File: src/rtl/prop_clkrst_pkg.sv
// prop_clkrst_pkg: state encodings, clock-select codes and PLL/oscillator mask for prop_clkrst
package prop_clkrst_pkg;
  typedef enum logic [1:0] {
    RST   = 2'd0,
    RUN   = 2'd1,
    PULSE = 2'd2,
    HOLD  = 2'd3
  } state_t;
  localparam logic [2:0] CS_RCFAST = 3'b000;
  localparam logic [2:0] CS_RCSLOW = 3'b001;
  localparam logic [2:0] CS_XINPUT = 3'b010;
  localparam logic [2:0] CS_X1     = 3'b011;
  localparam logic [2:0] CS_X2     = 3'b100;
  localparam logic [2:0] CS_X4     = 3'b101;
  localparam logic [2:0] CS_X8     = 3'b110;
  localparam logic [2:0] CS_X16    = 3'b111;
  localparam logic [1:0] PLL_OSC   = 2'b11;
endpackage

File: src/rtl/prop_clkrst_sync.sv
// sync_ff: multi-stage synchronizer for an asynchronous input, reset to its inactive level
module sync_ff #(
  parameter int WIDTH = 1,
  parameter int STAGES = 2,
  parameter logic [WIDTH-1:0] RESET_VAL = '0
) (
  input  logic             clk,
  input  logic             res,
  input  logic [WIDTH-1:0] d,
  output logic [WIDTH-1:0] q
);
  logic [STAGES-1:0][WIDTH-1:0] r;
  // shift the input through STAGES flops; the last stage is the clean copy
  always_ff @(posedge clk or posedge res)
    if (res) r <= {STAGES{RESET_VAL}};
    else r <= {r[STAGES-2:0], d};
  assign q = r[STAGES-1];
endmodule

File: src/rtl/prop_clkrst.sv
// prop_clkrst: DTR reset pulse, external/reboot reset merge and clk_en divider (optional DTR via CLKRST_DTR_EN)
module prop_clkrst
  import prop_clkrst_pkg::*;
#(
  parameter int PULSE_CYCLES = 2400,
  parameter int CNT_W = 24,
  parameter int DIV_W = 13,
  parameter int SYNC_STAGES = 2
) (
  input  logic       clk,
  input  logic       res,
`ifdef CLKRST_DTR_EN
  input  logic       dtr,
`endif
  input  logic       ext_resn,
  input  logic [7:0] cfg,
  output logic       nres,
  output logic       clk_en,
  output logic [1:0] state
);
  localparam logic [DIV_W-1:0] ONE = 1;
  state_t st, nxt;
  logic ext_s, rise, pe;
  logic [7:0] cfgx;
  logic [2:0] cs;
  logic [DIV_W-1:0] acc, inc;
  logic unused_cfg;
  sync_ff #(.WIDTH(1), .STAGES(SYNC_STAGES), .RESET_VAL(1'b1)) u_ext (
    .clk(clk), .res(res), .d(ext_resn), .q(ext_s)
  );
`ifdef CLKRST_DTR_EN
  logic dtr_s, dtr_q;
  logic [CNT_W-1:0] cnt;
  sync_ff #(.WIDTH(1), .STAGES(SYNC_STAGES), .RESET_VAL(1'b0)) u_dtr (
    .clk(clk), .res(res), .d(dtr), .q(dtr_s)
  );
  assign rise = dtr_s & ~dtr_q;
  // DTR edge history and pulse counter, which runs only while pulsing
  always_ff @(posedge clk or posedge res)
    if (res) begin
      dtr_q <= 1'b0;
      cnt <= '0;
    end else begin
      dtr_q <= dtr_s;
      cnt <= (st == PULSE) ? cnt + 1'b1 : '0;
    end
`else
  logic [CNT_W-1:0] unused_par;
  assign unused_par = CNT_W'(PULSE_CYCLES);
  assign rise = 1'b0;
`endif
  // next state: hold has priority over a DTR rise; ext_s only matters at pulse expiry
  always_comb begin
    nxt = HOLD;
    case (st)
      RST: nxt = HOLD;
      RUN: nxt = (!ext_s || cfgx[7]) ? HOLD : rise ? PULSE : RUN;
`ifdef CLKRST_DTR_EN
      PULSE: nxt = !dtr_s ? RUN : (cnt == CNT_W'(PULSE_CYCLES - 1)) ? (ext_s ? RUN : HOLD) : PULSE;
`endif
      HOLD: nxt = (ext_s && !cfgx[7]) ? RUN : HOLD;
      default: nxt = HOLD;
    endcase
  end
  // state register with nres registered alongside so it is glitch-free
  always_ff @(posedge clk or posedge res)
    if (res) begin
      st <= RST;
      nres <= 1'b0;
    end else begin
      st <= nxt;
      nres <= (nxt == RUN);
    end
  assign state = st;
  assign pe = cfgx[6:5] == PLL_OSC;
  assign cs = cfgx[2:0];
  assign unused_cfg = ^cfgx[4:3];
  // accumulator step; outside RUN the fastest rate keeps the core clocking through reset
  always_comb
    inc = (st != RUN || (pe && cs == CS_X16)) ? ONE << (DIV_W - 1)
        : (pe && cs == CS_X8) ? ONE << (DIV_W - 2)
        : (pe && cs == CS_X4) ? ONE << (DIV_W - 3)
        : ((pe && cs == CS_X2) || cs == CS_RCFAST) ? ONE << (DIV_W - 4)
        : ((pe && cs == CS_X1) || (cfgx[5] && cs == CS_XINPUT)) ? ONE << (DIV_W - 5)
        : (cs == CS_RCSLOW) ? ONE : '0;
  // cfg capture and phase accumulator; the carry out becomes the registered clk_en
  always_ff @(posedge clk or posedge res)
    if (res) begin
      cfgx <= '0;
      acc <= '0;
      clk_en <= 1'b0;
    end else begin
      cfgx <= cfg;
      {clk_en, acc} <= {1'b0, acc} + {1'b0, inc};
    end
endmodule
File: config.mk
export PLATFORM = sky130hd
export DESIGN_NAME = prop_clkrst
export DESIGN_NICKNAME = d
export VERILOG_FILES = /design/src/rtl/prop_clkrst_pkg.sv /design/src/rtl/prop_clkrst_sync.sv /design/src/rtl/prop_clkrst.sv
export SDC_FILE = /design/constraint.sdc
export NUM_CORES = 1
export LEC_CHECK = 0
export ABC_AREA = 1
export CORE_MARGIN = 3
export CORE_UTILIZATION = 48
export DETAILED_ROUTE_END_ITERATION = 8
export PLACE_DENSITY = 0.71
export SETUP_SLACK_MARGIN = 0.02
export SLEW_MARGIN = 20
export SYNTH_ARGS = -nofsm -noshare
export SYNTH_HDL_FRONTEND = slang
export SYNTH_SLANG_ARGS = --single-unit
File: constraint.sdc
create_clock -name clk -period 5.2 [get_ports clk]
set_clock_uncertainty 0.05 [all_clocks]
set_input_delay 1.04 -clock clk [delete_from_list [all_inputs] [get_ports clk]]
set_output_delay 1.04 -clock clk [all_outputs]
set_load 0.02 [all_outputs]
==> run_results.csv, run 1 <==
group,metric,value,unit
status,status,"complete, no violations",
pwr,power.switching,0.114,mW
timing,holdWs,317,ps
clock_network,root_buffer,"clkbuf_4",
floorplanning,core,2280,µm²
critical_path,worstSetupEndpoint,"state[0]",
critical_path,worstPathArrival,1310,ps
critical_path,path_cells,"clkdlybuf4s50_1",
synthesis,yosys-top-cells-count,"nand2_1, dfrtp_1, inv_1",
critical_path,cp.required,4110,ps
place,placed_area,1340,µm²
timing,period_share,46.2,%
clock_network,cts.repair.resized,0,
floorplanning,chipWidth,55.7,µm
synthesis,postSynth.asyncResetShare,100,%
clock_network,cts-buffers-inserted,3,
critical_path,crit_cells,1,
timing,final.setup.tns,0,ps
critical_path,startpoint,"state[0]",
synthesis,synthSimpleGateAreaFrac,24.4,%
timing,fmax,416,MHz
synthesis,synth_top_cell_by_area,"dfrtp_1",
layout,layout-drive-gt1-share,7.33,%
floorplanning,row_count,17,
layout,stdcell_area,1370,µm²
pwr,power.share.sequential,56.9,%
synthesis,synth_xor_area_share,5.17,%
synthesis,yosys.area_share.adder,7.39,%
clock_network,cts.sinks,25,
critical_path,r2r_start,"state[0]",
timing,slew_headroom,38.9,%
critical_path,start_kind,"register",
synthesis,syn-num-nets,152,
place,place_congestion,0.831,
timing,setup_viol,0,
layout,final_cells,178,
critical_path,r2r_cells,11,
synthesis,yosys.cell_count.top_type,"nand2_1",
synthesis,synth_top_family_by_area,"simple AND/OR/NAND/NOR gates",
synthesis,postSynthAreaPerCell,8.84,µm²
route,drt_first_pass_iters,4,
critical_path,r2r_end,"acc[12]",
timing,worst_slack,2800,ps
synthesis,synth_cells,134,
synthesis,synth_compound_area_share,3.38,%
synthesis,synth_edf_count,0,
timing,hold_viol_final,0,
synthesis,synth_warnings,0,
pwr,ir_drop,0.209,mV
critical_path,worstSetupEndpointType,"output pin",
pwr,swShare,28.6,%
floorplanning,pin_count,15,
critical_path,cpLargestDelayFamily,"buffers and inverters",
pwr,pwr-share-comb,21.1,%
layout,fin_nets,169,
timing,worst-slew-pin-transition,915,ps
timing,period_needed,2400,ps
min_path,worstHoldStart,"u_ext.r[0]",
route,vias,886,
synthesis,yosysUniqueCellTypes,22,
clock_network,cts_setup_buffers,0,
place,dpl.hpwl,1.58,mm
layout,diodes,0,
critical_path,path_max_fanout,3,
place,dp_cells,174,
clock_network,cts_tree,"yes",
grt,groute.usage.overall,13.5,%
place,portBuffers,12,
grt,antenna_found_initial,0,
clock_network,ctsHoldBuffers,0,
route,vias_per_cell,4.98,
route,routed_wl,2.05,mm
critical_path,path_buf_inv,1,
grt,grt_pass1_wl,3.37,mm
synthesis,ys.flop_type,"dfrtp_1",
floorplanning,die_h,55.7,µm
clock_network,cts_max_path_buffers,2,
route,drtIter0Drc,19,
min_path,hold_depth,0,
layout,fin_util,60.2,%
timing,rsz0062_at_grt,"no",
critical_path,path_class,"register to output pin",
synthesis,synthesis.area,1180,µm²
clock_network,htree_levels,1,
place,pre_cts_ws,2940,ps
critical_path,slowest_stage,"clkdlybuf4s50_1",
grt,overflow,0,
layout,area_growth,15.6,%
synthesis,synthMuxAreaShare,0,%
critical_path,crit_path_max_incr_delay,610,ps
pwr,p_clk_share,22.0,%
floorplanning,fp.dieArea,3100,µm²
clock_network,clk_latency,310,ps
pwr,power_density,290,nW/µm²
synthesis,seq_area_frac_synth,53.0,%
pwr,total_power,0.398,mW
synthesis,synth_top_area_share,48.6,%
synthesis,ys_ff_latch,25,
clock_network,clkTransAtPathRegs,140,ps
run,drv_cap,0,
critical_path,r2r_setup_slack,3200,ps
timing,drv_slew,0,
synthesis,ys_top_cells_by_area,"dfrtp_1, nand2_1, ha_1",
route,ant_nets,0,
route,wl_per_cell,11.5,µm
layout,n_fill_cell,205,
grt,grt_max_degree,26,
pwr,p_leak,0.684,nW
pwr,p_int,0.284,mW
grt,grt_pass1_vias,838,
min_path,hp-class,"register to register",
route,drc_errors,0,
floorplanning,start_util,52.1,%
==> power by group through the flow <==
| stage | clock [mW] | combinational (mW) | sequential, mW |
|---|---|---|---|
| after detailed placement | 0 | 0.0848 | 0.231 |
| after floorplan | 0 | 0.0493 | 0.235 |
| after global routing | 0.0994 | 0.0930 | 0.228 |
| final | 0.0876 | 0.0841 | 0.226 |
| after CTS | 0.0910 | 0.0852 | 0.227 |
| after global placement | 0 | 0.0795 | 0.230 |
==> registers in the layout, indices dropped and copies added, names as in the netlist <==
register  count
acc          13
cfgx          6
state         2
clk_en        1
nres          1
u_ext.q       1
u_ext.r       1
==> cell usage in the layout, fill, tap and decap left out, drive strengths merged <==
cell type / Yosys / layout
clkinvlp: 0 / 1
inv: 20 / 20
conb: 1 / 1
nor2: 15 / 15
dfstp: 2 / 2
nand2: 37 / 37
xnor2: 3 / 3
a21oi: 1 / 1
o211ai: 1 / 1
dfrtp: 23 / 23
xor2: 4 / 4
o21bai: 1 / 1
a31oi: 1 / 1
ha: 7 / 7
nand3: 11 / 11
nor3: 4 / 4
clkbuf: 0 / 3
nand4: 1 / 1
clkdlybuf4s50: 0 / 12
o21ai: 2 / 2
==> final cells by class <==
cell class,instances,area (µm²),area share [%]
multi-input combinational,89,482,35.2
sequential,25,628,45.8
clock inverter,1,7.51,0.548
timing repair buffer,12,120,8.77
clock buffer,3,22.5,1.64
inverter,20,75.1,5.48
tap,28,35.0,2.56
==> kinds of logic (layout without fill, tap and decap cells) <==
logic type | Yosys count | count (layout)
buffers and inverters | 20 | 36
other | 1 | 1
adders and majority gates | 7 | 7
AOI/OAI and AO/OA | 6 | 6
DFF | 25 | 25
and+or+nand+nor | 68 | 68
xor gates and xnor gates | 7 | 7
==> layer usage <==
layer	wire [µm]	part of all wire (%)	global-route usage [%]
met5	0	0	0
met3	57	2.8	2.78
met1	982	48	16.7
met4	15	0.73	5.56
met2	990	48	22.6
==> worst min path at each step <==
| stage | endpoint |
|---|---|
| floorplan | u_ext.q |
| global placement | u_ext.q |
| detailed placement | u_ext.q |
| CTS | u_ext.q |
| global route | u_ext.q |
| finish | u_ext.q |
Note: power is estimated with default switching activity, not from simulation.
==> run 2, diff against run 1 <==
==> constraint.sdc (replaced) <==
create_clock -name clk -period 2.28 [get_ports clk]
set_clock_uncertainty 0.05 [all_clocks]
set_input_delay 0.456 -clock clk [delete_from_list [all_inputs] [get_ports clk]]
set_output_delay 0.456 -clock clk [all_outputs]
set_load 0.02 [all_outputs]
==> run 2 against run 1 <==
Effect of this change: sequential share of layout area is 0.25 points lower; via count is 0.45% lower; largest power group unchanged; non-clock buffer count is 1 higher; sequential power is 130% higher; register-to-register slack worse by 3000 ps; routed wire length is 1.5% lower.
==> run_results.csv, run 2 (synthesized netlist as in run 1, its figures left out) <==
group,metric,value,unit
timing,hold_viol_final,0,
pwr,power_density,653,nW/µm²
critical_path,path_class,"register to register",
route,wl_per_cell,11.3,µm
timing,fmax,483,MHz
grt,groute.usage.overall,14.0,%
layout,fin_nets,170,
clock_network,cts-buffers-inserted,3,
critical_path,worstSetupEndpoint,"acc[12]",
layout,mostFrequentLayoutCells,"nand2_1, dfrtp_1, inv_1",
grt,overflow,0,
floorplanning,fp.dieArea,3100,µm²
timing,period_share,90.9,%
grt,grt_pass1_wl,3.45,mm
clock_network,cts_setup_buffers,0,
clock_network,cts_max_path_buffers,2,
critical_path,r2r_start,"state[0]",
clock_network,ctsHoldBuffers,0,
clock_network,cts.sinks,25,
critical_path,start_kind,"register",
grt,antenna_found_initial,0,
layout,n_fill_cell,203,
layout,layout-drive-gt1-share,7.95,%
pwr,pwr-share-comb,21.6,%
layout,stdcell_area,1380,µm²
critical_path,cp.required,2440,ps
timing,period_needed,2070,ps
floorplanning,start_util,52.1,%
critical_path,r2r_end,"acc[12]",
pwr,p_clk_share,21.0,%
layout,largest_register_ffs,13,
pwr,power.switching,0.250,mW
layout,diodes,0,
floorplanning,row_count,17,
clock_network,htree_levels,1,
route,vias,882,
place,place_congestion,0.818,
place,pre_cts_ws,275,ps
floorplanning,chipWidth,55.7,µm
floorplanning,core,2280,µm²
clock_network,root_buffer,"clkbuf_4",
floorplanning,die_h,55.7,µm
clock_network,cts_tree,"yes",
timing,final.setup.tns,0,ps
pwr,p_int,0.649,mW
route,vias_per_cell,4.93,
critical_path,r2r_cells,11,
layout,multi_input_area,482,µm²
route,routed_wl,2.02,mm
clock_network,clkTransAtPathRegs,120,ps
pwr,ir_drop,0.508,mV
grt,grt_pass1_vias,863,
critical_path,path_max_fanout,5,
pwr,swShare,27.8,%
route,drc_errors,0,
layout,seq_area,628,µm²
place,dpl.hpwl,1.63,mm
layout,area_growth,16.3,%
route,ant_nets,0,
place,portBuffers,12,
timing,setup_viol,0,
critical_path,worstSetupEndpointType,"register",
place,placed_area,1350,µm²
critical_path,worstPathArrival,2230,ps
layout,final_common_cell,"nand2_1",
pwr,power.share.sequential,57.4,%
floorplanning,pin_count,15,
clock_network,cts.repair.resized,0,
layout,top_register,"acc",
grt,grt_max_degree,16,
pwr,p_leak,0.689,nW
critical_path,r2r_setup_slack,210,ps
timing,rsz0062_at_grt,"no",
timing,drv_slew,0,
route,drtIter0Drc,21,
status,status,"complete, no violations",
min_path,hp-class,"register to register",
critical_path,startpoint,"state[0]",
timing,worst_slack,208,ps
clock_network,clk_latency,310,ps
run,drv_cap,0,
route,drt_first_pass_iters,4,
run 2: cell types whose count changed in the layout (fill, tap and decap cells not counted), sizes merged:
cell / before / now
buf: 0 / 1
run 2: how the worst min path moves through the flow:
stage / cells after the start / end / startpoint
global route: 0 / u_ext.q / u_ext.r[0]
global placement: 0 / u_ext.q / u_ext.r[0]
finish: 0 / u_ext.q / u_ext.r[0]
detailed placement: 0 / u_ext.q / u_ext.r[0]
CTS: 0 / u_ext.q / u_ext.r[0]
floorplan: 0 / u_ext.q / u_ext.r[0]
run 2: worst max-delay path, stage by stage (launching register included):
cell and delay (ps):
dfrtp_1 390, inv_1 40, nor2_1 210, o21ai_2 130, nor3_1 220, ha_1 330, nand2_1 120, inv_1 50
a21oi_1 210, nand2_1 90, nand2_1 80, nand2_1 50
run 2: routing by layer:
metal / up-vias / routed length (µm) / GRT usage, %
li1: 452 / - / -
met1: 410 / 894 / 16.1
met2: 16 / 1020 / 24.7
met3: 4 / 77 / 3.25
met4: 0 / 25 / 5.90
met5: - / 0 / 0
run 2: metrics by stage:
step	hold WS [ps]	instances	power (mW)	utilization (%)
2_1_floorplan	295	134	0.649	-
6_report	318	179	0.899	60.5
4_1_cts	321	179	0.914	60.5
3_5_place_dp	303	175	0.721	59.2
5_1_grt	325	179	0.959	60.5
3_3_place_gp	297	175	0.707	59.2
run 2: power by group through the flow:
stage	clock network [mW]	registers [mW]	logic (mW)
global placement	0	0.524	0.183
CTS	0.201	0.517	0.196
finish	0.189	0.516	0.194
global route	0.221	0.521	0.218
detailed placement	0	0.527	0.194
floorplan	0	0.536	0.113
run 2: cell type report:
cell class | instances | area share, %
clock buffers | 3 | 1.63
clock inverters | 1 | 0.545
inverters | 20 | 5.45
multi-input cells | 89 | 35.0
flip-flops and latches | 25 | 45.6
well taps | 28 | 2.54
repair buffers | 13 | 9.26
